## config.mk

```make
export PLATFORM = sky130hd
export DESIGN_NAME = param_processor
export DESIGN_NICKNAME = d
export VERILOG_FILES = /design/src/rtl/param_proc_pkg.sv /design/src/rtl/param_proc_regfile.sv /design/src/rtl/param_processor.sv
export SDC_FILE = /design/constraint.sdc
export NUM_CORES = 1
export LEC_CHECK = 0
export ABC_AREA = 1
export CORE_MARGIN = 4
export CORE_UTILIZATION = 49
export CTS_CLUSTER_DIAMETER = 100
export CTS_CLUSTER_SIZE = 16
export DETAILED_ROUTE_END_ITERATION = 8
export HOLD_SLACK_MARGIN = 0.05
export PLACE_DENSITY = 0.77
export SYNTH_ARGS = -nofsm -noshare
export SYNTH_HDL_FRONTEND = slang
export SYNTH_HIERARCHICAL = 1
export SYNTH_SLANG_ARGS = --single-unit
export TNS_END_PERCENT = 50
```

## constraint.sdc

```tcl
create_clock -name clk -period 2.8 [get_ports clk]
set_clock_uncertainty 0.1 [all_clocks]
set_input_delay 0.84 -clock clk [delete_from_list [all_inputs] [get_ports clk]]
set_output_delay 0.84 -clock clk [all_outputs]
set_load 0.01 [all_outputs]
```

## src/rtl/param_proc_pkg.sv

```systemverilog
// ---------------------------------------------------------------------------
// param_proc_pkg
// Shared definitions for the parametrised teaching processor:
//   - opcode encodings (NOP, SET, GET, LD, ST, ADD, BNZ; value 7 is illegal)
//   - memory request encodings driven on rwToMem (IDEL, RD, WT)
//   - CPU state encodings driven on cpuState (FETCH, EXE, MEM, ERR)
//   - the widths of these three encodings
// ---------------------------------------------------------------------------
package param_proc_pkg;

  localparam int OPC_W     = 3;  // width of the architectural opcode set
  localparam int MEM_REQ_W = 2;  // width of rwToMem
  localparam int STATE_W   = 2;  // width of cpuState

  typedef enum logic [OPC_W-1:0] {
    OP_NOP = 3'd0,
    OP_SET = 3'd1,
    OP_GET = 3'd2,
    OP_LD  = 3'd3,
    OP_ST  = 3'd4,
    OP_ADD = 3'd5,
    OP_BNZ = 3'd6
  } opcode_e;

  typedef enum logic [MEM_REQ_W-1:0] {
    MEM_IDEL = 2'd0,
    MEM_RD   = 2'd1,
    MEM_WT   = 2'd2
  } mem_req_e;

  typedef enum logic [STATE_W-1:0] {
    ST_FETCH = 2'd0,
    ST_EXE   = 2'd1,
    ST_MEM   = 2'd2,
    ST_ERR   = 2'd3
  } cpu_state_e;

endpackage : param_proc_pkg

```

## src/rtl/param_proc_regfile.sv

```systemverilog
// ---------------------------------------------------------------------------
// param_proc_regfile
// REG_NUM x WORD_W register file with one synchronous write port and two
// combinational read ports (execution and debug). All entries clear on a
// synchronous active-low reset.
//
// Ports:
//   clk        in   clock
//   rst_n      in   synchronous active-low reset
//   wr_en_i    in   write enable
//   wr_idx_i   in   write index
//   wr_data_i  in   write data
//   rd_idx_i   in   execution read index
//   rd_data_o  out  execution read data (combinational)
//   dbg_idx_i  in   debug read index
//   dbg_data_o out  debug read data (combinational)
// ---------------------------------------------------------------------------
module param_proc_regfile #(
  parameter  int WORD_W  = 8,
  parameter  int REG_NUM = 4,
  localparam int REG_W   = $clog2(REG_NUM)
) (
  input  logic              clk,
  input  logic              rst_n,
  input  logic              wr_en_i,
  input  logic [REG_W-1:0]  wr_idx_i,
  input  logic [WORD_W-1:0] wr_data_i,
  input  logic [REG_W-1:0]  rd_idx_i,
  output logic [WORD_W-1:0] rd_data_o,
  input  logic [REG_W-1:0]  dbg_idx_i,
  output logic [WORD_W-1:0] dbg_data_o
);

  logic [WORD_W-1:0] regs_q [REG_NUM];

  // NOTE: the array is built from flops rather than a RAM macro precisely so
  // that every entry can be cleared by reset; a RAM would need a clear sequence.
  always_ff @(posedge clk) begin
    if (!rst_n) begin
      for (int i = 0; i < REG_NUM; i++) begin
        regs_q[i] <= '0;
      end
    end else if (wr_en_i) begin
      regs_q[wr_idx_i] <= wr_data_i;
    end
  end

  assign rd_data_o  = regs_q[rd_idx_i];
  assign dbg_data_o = regs_q[dbg_idx_i];

endmodule : param_proc_regfile

```

## src/rtl/param_processor.sv

```systemverilog
// ---------------------------------------------------------------------------
// param_processor
// Single-issue, multi-cycle processor executing one externally supplied
// instruction at a time. Instruction format is {op, regIdx, imm}, MSB first.
// Each instruction passes FETCH -> EXE (-> MEM for LD/ST) -> FETCH; an illegal
// opcode or an inconsistent MEM state lands in the absorbing ERR state.
//
// Optional feature: define PARAM_PROC_WATCHDOG_EN to trap memory accesses that
// see no enable for TIMEOUT consecutive MEM cycles. Without it MEM waits
// indefinitely and TIMEOUT is only range-checked.
//
// Ports:
//   clk          in   clock, rising edge
//   reset        in   synchronous active-low reset
//   instruction  in   {op, regIdx, imm}; must be stable during EXE only
//   data         out  result of the last GET
//   pcCounter    out  program counter
//   rwToMem      out  memory request (IDEL/RD/WT), registered
//   addrToMem    out  memory address
//   dataToMem    out  store data
//   rdEn         in   read data valid (sampled in MEM during LD)
//   wtEn         in   write done (sampled in MEM during ST)
//   dataFromMem  in   read data
//   carry        out  carry-out of the last ADD
//   errFlag      out  high while in ERR
//   cpuState     out  FETCH/EXE/MEM/ERR
//   regId        out  latched register index
//   dbgSel       in   debug register select
//   dbgReg       out  regFile[dbgSel], combinational
// ---------------------------------------------------------------------------
module param_processor
  import param_proc_pkg::*;
#(
  parameter  int WORD_W  = 8,
  parameter  int REG_NUM = 4,
  parameter  int ADDR_W  = 8,
  parameter  int PC_W    = 8,
  parameter  int OP_W    = 3,
  parameter  int TIMEOUT = 16,
  localparam int REG_W   = $clog2(REG_NUM),
  localparam int INS_W   = OP_W + REG_W + WORD_W
) (
  input  logic                 clk,
  input  logic                 reset,
  input  logic [INS_W-1:0]     instruction,
  output logic [WORD_W-1:0]    data,
  output logic [PC_W-1:0]      pcCounter,
  output logic [MEM_REQ_W-1:0] rwToMem,
  output logic [ADDR_W-1:0]    addrToMem,
  output logic [WORD_W-1:0]    dataToMem,
  input  logic                 rdEn,
  input  logic                 wtEn,
  input  logic [WORD_W-1:0]    dataFromMem,
  output logic                 carry,
  output logic                 errFlag,
  output logic [STATE_W-1:0]   cpuState,
  output logic [REG_W-1:0]     regId,
  input  logic [REG_W-1:0]     dbgSel,
  output logic [WORD_W-1:0]    dbgReg
);

  // Elaboration-time parameter sanity checks.
  if (REG_NUM < 2 || (REG_NUM & (REG_NUM - 1)) != 0) begin : g_bad_reg_num
    $error("REG_NUM must be a power of two and at least 2");
  end
  if (ADDR_W > WORD_W || PC_W > WORD_W) begin : g_bad_widths
    $error("ADDR_W and PC_W must not exceed WORD_W");
  end
  if (OP_W < OPC_W) begin : g_bad_op_w
    $error("OP_W too narrow for the opcode set");
  end
  if (TIMEOUT < 1) begin : g_bad_timeout
    $error("TIMEOUT must be at least 1");
  end

  // Instruction fields; only meaningful while in EXE.
  logic [OP_W-1:0]   op_in;
  logic [REG_W-1:0]  idx_in;
  logic [WORD_W-1:0] imm_in;
  assign {op_in, idx_in, imm_in} = instruction;

  // Architectural state.
  cpu_state_e        state_q;
  mem_req_e          req_q;
  logic [OP_W-1:0]   op_q;
  logic [REG_W-1:0]  idx_q;
  logic [PC_W-1:0]   pc_q;
  logic [WORD_W-1:0] data_q;
  logic [ADDR_W-1:0] addr_q;
  logic [WORD_W-1:0] wdat_q;
  logic              carry_q;

  // Register file interface.
  logic              rf_we;
  logic [REG_W-1:0]  rf_widx;
  logic [WORD_W-1:0] rf_wdata;
  logic [WORD_W-1:0] rf_rdata;

  logic [WORD_W:0]   add_sum;
  logic              op_q_is_mem;
  logic              mem_done;
  logic              timeout_hit;

  param_proc_regfile #(
    .WORD_W  (WORD_W),
    .REG_NUM (REG_NUM)
  ) u_regfile (
    .clk        (clk),
    .rst_n      (reset),
    .wr_en_i    (rf_we),
    .wr_idx_i   (rf_widx),
    .wr_data_i  (rf_wdata),
    .rd_idx_i   (idx_in),
    .rd_data_o  (rf_rdata),
    .dbg_idx_i  (dbgSel),
    .dbg_data_o (dbgReg)
  );

  // Extra top bit of the sum is the ADD carry-out.
  assign add_sum = {1'b0, rf_rdata} + {1'b0, imm_in};

  // MEM works only from the latched op/index, never from the live instruction.
  assign op_q_is_mem = (op_q == OP_W'(OP_LD)) || (op_q == OP_W'(OP_ST));
  assign mem_done    = ((op_q == OP_W'(OP_LD)) && rdEn) ||
                       ((op_q == OP_W'(OP_ST)) && wtEn);

  // Register file write: SET/ADD at the EXE edge, LD on completion in MEM.
  // NOTE: every output of this block gets a default first, so no path leaves
  // a value unassigned and no latch is inferred.
  always_comb begin
    rf_we    = 1'b0;
    rf_widx  = idx_in;
    rf_wdata = imm_in;
    if (state_q == ST_EXE) begin
      if (op_in == OP_W'(OP_SET)) begin
        rf_we = 1'b1;
      end else if (op_in == OP_W'(OP_ADD)) begin
        rf_we    = 1'b1;
        rf_wdata = add_sum[WORD_W-1:0];
      end
    end else if (state_q == ST_MEM && op_q == OP_W'(OP_LD) && rdEn) begin
      rf_we    = 1'b1;
      rf_widx  = idx_q;
      rf_wdata = dataFromMem;
    end
  end

`ifdef PARAM_PROC_WATCHDOG_EN
  localparam int WD_W = $clog2(TIMEOUT + 1);
  logic [WD_W-1:0] wd_q;

  // Counts MEM cycles that ended without completion; cleared outside MEM so
  // every access starts from zero.
  always_ff @(posedge clk) begin
    if (!reset) begin
      wd_q <= '0;
    end else if (state_q == ST_MEM && !mem_done) begin
      wd_q <= wd_q + WD_W'(1);
    end else begin
      wd_q <= '0;
    end
  end

  // True in the TIMEOUT-th stalled MEM cycle; completion in that cycle wins.
  assign timeout_hit = (state_q == ST_MEM) && !mem_done &&
                       (wd_q == WD_W'(TIMEOUT - 1));
`else
  assign timeout_hit = 1'b0;
`endif

  // NOTE: all state is updated with non-blocking assignments so every
  // register samples the pre-edge values of the others.
  always_ff @(posedge clk) begin
    if (!reset) begin
      state_q <= ST_FETCH;
      req_q   <= MEM_IDEL;
      op_q    <= '0;
      idx_q   <= '0;
      pc_q    <= '0;
      data_q  <= '0;
      addr_q  <= '0;
      wdat_q  <= '0;
      carry_q <= 1'b0;
    end else begin
      case (state_q)
        ST_FETCH: begin
          state_q <= ST_EXE;
          req_q   <= MEM_IDEL;
        end

        ST_EXE: begin
          op_q    <= op_in;
          idx_q   <= idx_in;
          state_q <= ST_FETCH;
          case (op_in)
            OP_W'(OP_NOP),
            OP_W'(OP_SET): begin
              pc_q <= pc_q + PC_W'(1);
            end
            OP_W'(OP_GET): begin
              data_q <= rf_rdata;
              pc_q   <= pc_q + PC_W'(1);
            end
            OP_W'(OP_ADD): begin
              carry_q <= add_sum[WORD_W];
              pc_q    <= pc_q + PC_W'(1);
            end
            OP_W'(OP_BNZ): begin
              pc_q <= (rf_rdata != '0) ? imm_in[PC_W-1:0] : pc_q + PC_W'(1);
            end
            OP_W'(OP_LD): begin
              req_q   <= MEM_RD;
              addr_q  <= imm_in[ADDR_W-1:0];
              state_q <= ST_MEM;
            end
            OP_W'(OP_ST): begin
              req_q   <= MEM_WT;
              addr_q  <= imm_in[ADDR_W-1:0];
              wdat_q  <= rf_rdata;
              state_q <= ST_MEM;
            end
            default: begin
              req_q   <= MEM_IDEL;
              state_q <= ST_ERR;
            end
          endcase
        end

        ST_MEM: begin
          if (!op_q_is_mem || timeout_hit) begin
            req_q   <= MEM_IDEL;
            state_q <= ST_ERR;
          end else if (mem_done) begin
            req_q   <= MEM_IDEL;
            pc_q    <= pc_q + PC_W'(1);
            state_q <= ST_FETCH;
          end
          // Otherwise hold MEM with the request outputs unchanged.
        end

        ST_ERR: begin
          req_q <= MEM_IDEL;
        end
      endcase
    end
  end

  assign data      = data_q;
  assign pcCounter = pc_q;
  assign rwToMem   = req_q;
  assign addrToMem = addr_q;
  assign dataToMem = wdat_q;
  assign carry     = carry_q;
  assign errFlag   = (state_q == ST_ERR);
  assign cpuState  = state_q;
  assign regId     = idx_q;

endmodule : param_processor

```

## After elaboration in Yosys (flattened, before gate mapping)

Memories as Yosys holds them, arrays and structs flattened.
Index checks and enable logic that the tools add are counted.

| word-level totals | value |
|---|---|
| output and inout bits | 48 |
| bits in writable memories | 32 |
| register bits after elaboration | 42 |
| word-level logic and storage cells | 80 |
| input bits | 27 |
| memories kept | 1 |

| operators by class | value |
|---|---|
| add/sub/neg operators | 2 |
| equal/unequal tests | 16 |
| multiplexer cells | 29 |
| reductions and logical operators | 23 |

Memories:

| name | words | width | read ports | clocked after memory_dff | write ports | line | text |
|---|---|---|---|---|---|---|---|
| u_regfile.regs_q | 4 | 8 | 2 | 0 | 4 | param_proc_regfile.sv:34 | `logic [WORD_W-1:0] regs_q [REG_NUM];` |

Operator list:

| operator | count |
|---|---|
| $mux W8 | 8 |
| $pmux W8 S2 | 2 |
| $pmux W2 S3 | 3 |
| $eq A3 B3 Y1 const B | 4 |
| $mux W2 | 6 |
| $reduce_and A2 Y1 | 6 |
| $add A8 B8 Y9 | 1 |
| $eq A3 B2 Y1 const B | 3 |
| $mux W1 | 9 |
| $add A8 B1 Y8 const B | 1 |
| $reduce_bool A8 Y1 | 1 |
| $reduce_or A8 Y1 | 1 |
| $ne A2 B2 Y1 const B | 3 |
| $reduce_or A5 Y1 | 1 |
| $eq A2 B2 Y1 const B | 2 |
| $logic_and A1 B1 Y1 | 4 |
| $pmux W2 S2 | 1 |
| $reduce_and A4 Y1 | 1 |
| $reduce_or A2 Y1 | 2 |
| $reduce_or A4 Y1 | 1 |
| $eq A3 B1 Y1 const B | 1 |
| $logic_not A3 Y1 | 1 |
| $ne A3 B2 Y1 const B | 1 |
| $ne A3 B3 Y1 const B | 1 |
| other kinds (5) | 6 |

## Depth between registers and ports, before layout

Gate-level depths: netlist of the first run.

| logic depth | value |
|---|---|
| depth in word-level cells | 10 |
| mapped depth | 18 |
| gate-level depth less buffers | 16 |

## Modules after synthesis

The synthesis of the first run kept the hierarchy.

By module, submodules not included:

| module | seq. area each (sq um) | times used | area each (sq um) | cells each |
|---|---|---|---|---|
| param_processor | 840.8 | 1 | 2,562.5 | 386 |
| param_proc_regfile | 960.9 | 1 | 1,880.6 | 240 |

## Worst setup path before layout of the first run

Ideal clock, no wire load.

| timing path | value |
|---|---|
| kind | input-to-reg |
| start point | input instruction[8] |
| end point | memory u_regfile.regs_q[2][4] (data pin) |
| cell stages on the path | 15 |
| path slack | -0.211 ns |
| data required time | 2.441 ns |
| library setup time | 0.259 ns |
| path buffers | 2 |
| arrival time | 2.651 ns |
| path through | buf_4 > inv_2 > buf_4 > nand2_1 > nand3_1 > nand2_1 > ha_1 > fa_1 > nand3_1 > nand2_1 > xor2_1 > o21ai_0 > nand2_1 > inv_1 > nor3_1 |

RTL lines:

| item | line | text |
|---|---|---|
| start, declared | param_processor.sv:45 | `input logic [INS_W-1:0] instruction,` |
| end, declared | param_proc_regfile.sv:34 |  |

==> qor.csv, run 1 <==
stage,metric,value,unit
setup_path,Crit-path slowest cell,dlygate4sd2_1,
run_status,status,completed,
timing,achievable clock frequency,363.0,MHz
die,initial core utilization,50.70,%
min_path,min-delay src,rwToMem[1],
clock_tree,"Clk pin slew, worst setup/hold paths",0.09,ns
detailed_routing,max layer used,met4,
synthesis,Post-Synth Adder-Cell Area,3.830,%
min_path,Worst Hold Class,flop to flop,
synthesis,syn avg cell area,7.097,um^2
setup_path,startpoint types,input port,
setup_path,Setup crit start,instruction[9],
synthesis,Syn Std Cell Area,4443,um^2
synthesis,post-synth top area share,21.63,%
synthesis,XOR/XNOR Fraction of Synth Area,1.183,%
flow_run,MaxCap Viol Count,0,
detailed_routing,vias per cell,5.374,
placed_design,HPWL Detailed,9.973,mm
setup_path,CP Capture Type,flop,
synthesis,top-count cell post-synth,nand2_1,
setup_path,Buf/Inv on CP,5,
detailed_routing,Pre-antenna DRT Iters,5,
placed_design,port buffer count,74,
setup_path,Worst Path Max Fanout,4,
final_layout,Fillers,698,
setup_path,Worst Setup EP,u_regfile/regs_q[2][7],
detailed_routing,Residual DRC,0,
grt,global router's overall resource usage,24.82,%
synthesis,total nets after synthesis,666,
clock_tree,CTS Buffer Depth,2,
setup_path,r2r endpoint,u_regfile/regs_q[0][1],
grt,initial antenna violation count,0,
clock_tree,CTS tree,done,
detailed_routing,met2 WL,6.373,mm
synthesis,YS warnings,6,
grt,global route overflow,0,
die,die area,10650,um^2
synthesis,Yosys reg bits,74,
setup_path,FF-to-FF Start,cpuState[0],
grt,first-pass GRT wire length,20.44,mm
detailed_routing,Metal-1 WL,5.786,mm
final_layout,Nets,793,
placed_design,GPL Wtd Cong,0.9140,
detailed_routing,1st-iter DRT viols,338,
timing,slew of the pin with the lowest slew margin,0.4016,ns
clock_tree,Num CTS Buffers,9,
die,num ports,75,
setup_path,r2r setup slk,0.40,ns
clock_tree,CTS Sinks,74,
setup_path,CP cell instances,dlygate4sd2_1 -> buf_4 -> buf_4 -> nand3_1 -> nand2_2 -> ha_4 -> nand2_1 -> nand2_1 -> inv_1 -> o21a_1 -> nand3_1 -> nand3_1 -> nand2_1 -> nand2_1 -> inv_2 -> nor3_1,
synthesis,largest family of logic cells by synthesized area,simple AND/OR/NAND/NOR gates,
power,worst vdd ir,0.3264,mV
final_layout,ANT cells,0,
clock_tree,CTS root buf,clkbuf_8,
synthesis,mux cell area share after synthesis,0.5069,%
placed_design,Post-DP Area,5665,um^2
synthesis,"top cells by count, synth","nand2_1 (181), nor2_1 (82), inv_1 (73)",
final_layout,post-layout instance area,6071,um^2
die,core box area,8763,um^2
timing,WHS,0.3639,ns
setup_path,CP required,2.82,ns
power,pwr dens,493.8,nW/um^2
detailed_routing,Detailed Route WL,13.46,mm
setup_path,CP top delay family,buffers and inverters,
grt,largest net degree at the start of global routing,30,
synthesis,"EDFF count, synth",32,
detailed_routing,wire length per cell,15.55,um
setup_path,Worst R2R Path Depth,9,
timing,crit path time final,2.755,ns
timing,max-slew violations,0,
synthesis,prevailing post-synth register cell,dfxtp_1,
synthesis,sequential-to-total area share from yosys stat,40.55,%
timing,final worst-path cycle share,98.39,%
synthesis,Synth Instances,626,
die,die span in x,103.2,um
die,row cnt,34,
clock_tree,Post-CTS Hold Buffers,0,
detailed_routing,ANT nets after route,0,
setup_path,Worst path depth,16,
power,P_leak,2.786,nW
synthesis,post-synth top area cell,edfxtp_1,
final_layout,share of post-route cells with drive strength above 1,17.94,%
setup_path,most frequent CP cell,nand2_1,
synthesis,"Distinct cells, synth",38,
setup_path,critical path's largest stage delay,0.30,ns
synthesis,Post-synth ARST share,0,%
synthesis,synth top area cells,"edfxtp_1 (22%), dfxtp_1 (19%), nand2_1 (15%)",
setup_path,Setup CP Type,input port to flop,
detailed_routing,met3 wire len,1.032,mm
detailed_routing,DR vias,4654,
clock_tree,Skew-Pair Late Insertion Delay,0.37,ns
timing,Slew headroom,73.14,%
final_layout,final core utilization,69.27,%
die,Die H,103.2,um
timing,setup violators final,0,
synthesis,post-synthesis compound-gate area fraction,10.59,%
setup_path,WP data arrival,2.77,ns
synthesis,Synth Area in Simple Gates,33.60,%
timing,Final Hold Fails,0,
grt,vias in the first global route,4249,
final_layout,P&R area growth vs syn,36.64,%
clock_tree,H-tree Lvls,3,
cells in the final DEF, fill, tap and decap left out, types with 3 or more instances in the layout:
cell type and n:
a21oi_1 33, a21oi_2 4, buf_4 57, bufinv_16 3, clkbuf_8 9, clkdlybuf4s15_2 4, clkdlybuf4s50_1 62, dfxtp_1 42
dlygate4sd2_1 6, edfxtp_1 32, ha_1 6, ha_4 6, inv_1 66, inv_2 9, inv_6 3, nand2_1 175
nand2_2 9, nand2_4 3, nand3_1 55, nand3_2 5, nand4_1 5, nor2_1 82, nor3_1 5, o21ai_0 31
o21ai_1 7, o22ai_1 3, xor2_1 4
final cells by class:
cell class	count	area [um^2]	share of cell area, %
Clock buffer	9	123.9	2.040
Clock inverter	7	125.1	2.061
Inverter	79	304.0	5.008
Multi-Input combinational cell	453	2337	38.50
Sequential cell	74	1802	29.68
Tap cell	108	135.1	2.226
Timing Repair Buffer	136	1244	20.49
cells by family after synthesis:
family	after synthesis
fa+ha+maj	13
mux	2
compound gates	85
xor+xnor	6
buf+inv	99
simple gates	347
flops	74
worst min-delay path: cells and delay by family (launching register included):
kind	cells	cell delay, ns
simple gates	1	0.06
compound gates	1	0.05
flops	1	0.32
what timing repair did:
| action | 4_1_cts | 5_1_grt |
|---|---|---|
| pin swaps | 2 | 3 |
| cloned | 0 | 1 |
| gates resized for setup | 32 | 17 |
| setup endpoints to repair | 36 | 29 |
| buffers inserted | 3 | 1 |
worst min path at each step:
stage	end	slack, ns	cells past startpoint
after floorplan	op_q[1]	0.37	2
after global placement	dataToMem[2]	0.35	2
after detailed placement	dataToMem[0]	0.35	2
after CTS	dataToMem[0]	0.37	2
after global routing	rwToMem[0]	0.39	2
final	rwToMem[1]	0.36	2
registers in the layout, summed over array words and instances (netlist names):
signal            cells
carry                 1
rwToMem               2
cpuState              2
data                  8
pcCounter             8
u_regfile/regs_q     32
addrToMem             8
dataToMem             8
regId                 2
op_q                  3
stage by stage:
stage,instances,power (mW),setup slack [ns],TNS (ns)
3_5_place_dp,845,1.921,-0.6142,-25.26
5_1_grt,866,3.123,-0.04312,-0.2280
6_report,866,2.998,0.04497,0
4_1_cts,864,2.950,0.0007852,0
2_1_floorplan,626,1.612,-0.03051,-0.1068
3_3_place_gp,845,1.904,-0.5606,-22.46
where the power goes:
part | internal [mW] | switching [mW]
Combinational | 0.324 | 0.414
Sequential | 1.18 | 0.0379
Clock | 0.601 | 0.444
routing by layer:
layer  vias up  GRT usage (%)
li1       2269              -
met1      2157          34.52
met2       200          40.11
met3        28          3.488
met4         0          7.968
met5         -              0
(Power assumes the default switching activity.)
==> inputs of run 2 (changes only) <==
--- a/config.mk
+++ b/config.mk
@@ -7,12 +7,13 @@
 export LEC_CHECK = 0
 export ABC_AREA = 1
 export CORE_MARGIN = 4
-export CORE_UTILIZATION = 49
+export CORE_UTILIZATION = 50
 export CTS_CLUSTER_DIAMETER = 100
 export CTS_CLUSTER_SIZE = 16
 export DETAILED_ROUTE_END_ITERATION = 8
+export DONT_BUFFER_PORTS = 1
 export HOLD_SLACK_MARGIN = 0.05
-export PLACE_DENSITY = 0.77
+export PLACE_DENSITY = 0.68
 export SYNTH_ARGS = -nofsm -noshare
 export SYNTH_HDL_FRONTEND = slang
 export SYNTH_HIERARCHICAL = 1
==> qor.csv, run 2 (synthesis gave the netlist of run 1 again) <==
stage,metric,value,unit,change
run_status,status,completed,,
final_layout,ANT cells,0,,unchanged
detailed_routing,vias per cell,5.450,,+1.4%
clock_tree,Post-CTS Setup Inserts,0,,-3
final_layout,Nets,681,,-14%
placed_design,port buffer count,0,,-100%
placed_design,HPWL Detailed,9.300,mm,-6.7%
grt,global route overflow,0,,unchanged
min_path,Worst Hold Class,flop to flop,,
setup_path,CP required,2.80,ns,-0.02 ns
flow_run,MaxCap Viol Count,0,,unchanged
die,Die H,102.3,um,-0.93%
setup_path,WP data arrival,2.50,ns,-0.27 ns
setup_path,Worst Path Max Fanout,19,,+15
placed_design,Post-DP Area,4664,um^2,-18%
final_layout,Largest register FFs,32,,unchanged
clock_tree,CTS Sinks,74,,unchanged
final_layout,"most common cell after layout, fill and taps aside",nand2_1,,
die,die area,10460,um^2,-1.8%
detailed_routing,Pre-antenna DRT Iters,4,,-1
power,pwr dens,535.5,nW/um^2,+8.4%
timing,WHS,0.3982,ns,+0.03437 ns
grt,vias in the first global route,3819,,-10%
final_layout,post-layout instance area,4875,um^2,-20%
die,die span in x,102.3,um,-0.93%
detailed_routing,Residual DRC,0,,unchanged
final_layout,P&R area growth vs syn,9.716,%,
setup_path,Buf/Inv on CP,2,,-3
setup_path,critical path's largest stage delay,0.41,ns,+0.11 ns
die,initial core utilization,51.20,%,+0.50 points
die,row cnt,34,,unchanged
final_layout,most frequent cells in the layout,"nand2_1 (179), nor2_1 (82), inv_1 (71), nand3_1 (58), dfxtp_1 (42)",,
placed_design,GPL Wtd Cong,0.9085,,-0.60%
final_layout,Reg with most FFs,u_regfile/regs_q,,
detailed_routing,1st-iter DRT viols,262,,-22%
setup_path,Setup CP Type,input port to flop,,
grt,first-pass GRT wire length,19.24,mm,-5.9%
clock_tree,CTS root buf,clkbuf_8,,
clock_tree,Post-CTS Hold Buffers,0,,unchanged
grt,global router's overall resource usage,23.69,%,-1.1 points
setup_path,CP cell instances,inv_6 -> nand2_1 -> nand3_1 -> nand2_2 -> ha_4 -> fa_2 -> xnor2_1 -> nor2_1 -> a21oi_1 -> o22ai_1 -> inv_1 -> nor2_1,,
setup_path,most frequent CP cell,nor2_1,,
setup_path,startpoint types,input port,,
power,worst vdd ir,0.3049,mV,-6.6%
setup_path,Crit-path slowest cell,fa_2,,
timing,achievable clock frequency,399.0,MHz,+9.9%
setup_path,r2r setup slk,0.37,ns,-0.03 ns
timing,setup violators final,0,,unchanged
timing,slew of the pin with the lowest slew margin,0.5460,ns,+0.1444 ns
clock_tree,CTS tree,done,,
clock_tree,"Clk pin slew, worst setup/hold paths",0.08,ns,about the same
timing,crit path time final,2.506,ns,-0.2488 ns
clock_tree,Num CTS Buffers,9,,unchanged
clock_tree,CTS Buffer Depth,2,,unchanged
detailed_routing,wire length per cell,16.16,um,+3.9%
grt,initial antenna violation count,0,,unchanged
timing,Slew headroom,63.38,%,-9.8 points
setup_path,CP top delay family,adder cells,,
timing,RSZ-0062 raised after global routing,false,,
setup_path,CP Capture Type,flop,,
detailed_routing,ANT nets after route,0,,unchanged
clock_tree,Post-CTS Resized,0,,-100%
clock_tree,Skew-Pair Late Insertion Delay,0.34,ns,-0.03 ns
final_layout,share of post-route cells with drive strength above 1,10.68,%,-7.3 points
power,P_leak,2.286,nW,-18%
timing,final worst-path cycle share,89.51,%,-8.9 points
timing,Final Hold Fails,0,,unchanged
timing,max-slew violations,0,,unchanged
clock_tree,H-tree Lvls,3,,unchanged
grt,largest net degree at the start of global routing,31,,+3.3%
die,core box area,8678,um^2,-0.97%
detailed_routing,Detailed Route WL,12.18,mm,-9.5%
die,num ports,75,,unchanged
detailed_routing,DR vias,4109,,-12%
## run 2: layout make-up
| cell class | instances | area (um^2) |
|---|---|---|
| clock buffers | 11 | 131.4 |
| clock inverters | 5 | 78.83 |
| fillers | 849 | 3804 |
| inverters | 79 | 301.5 |
| multi-input cells | 453 | 2233 |
| flip-flops and latches | 74 | 1802 |
| well taps | 108 | 135.1 |
| repair buffers | 24 | 192.7 |
## run 2: through the flow
step	setup slack, ns	power, mW	instances	utilization [%]	TNS, ns
finish	0.2938	2.610	754	56.17	0
CTS	0.3528	2.618	754	56.17	0
detailed placement	-0.006140	1.731	738	53.75	-0.006140
global route	0.1581	2.743	754	56.17	0
floorplan	-0.03051	1.612	626	-	-0.1068
global placement	0.06610	1.726	738	53.75	0
## run 2: final timing paths
check	startpoint	end	cells past startpoint
worst min-delay path	op_q[1]	op_q[1]	2
worst max-delay path	instruction[8]	u_regfile/regs_q[3][2]	12
worst max register to register	u_regfile/regs_q[1][0]	u_regfile/regs_q[3][2]	12
worst min register to register	op_q[1]	op_q[1]	2
## run 2: power breakdown
part | internal [mW] | switching (mW) | total [mW]
registers | 1.18 | 0.0539 | 1.23
clock network | 0.501 | 0.397 | 0.899
logic | 0.170 | 0.310 | 0.481
## run 2: metal layers
metal	part of all wire (%)	wire length, um	vias to the layer above	global-route usage [%]
met2	44	5334	156	35.53
met3	8.3	1009	13	5.870
met1	47	5684	1901	33.94
met4	1.2	152	0	6.862
li1	-	-	2039	-
met5	0	0	-	0
## run 2: worst register-to-register path, stage by stage, from the launching register on
cell and delay (ns):
edfxtp_1 0.38, inv_1 0.12, nand2_1 0.08, nand3_1 0.10, nand2_2 0.08, ha_4 0.17
fa_2 0.41, xnor2_1 0.22, nor2_1 0.07, a21oi_1 0.12, o22ai_1 0.09, inv_1 0.17
nor2_1 0.09
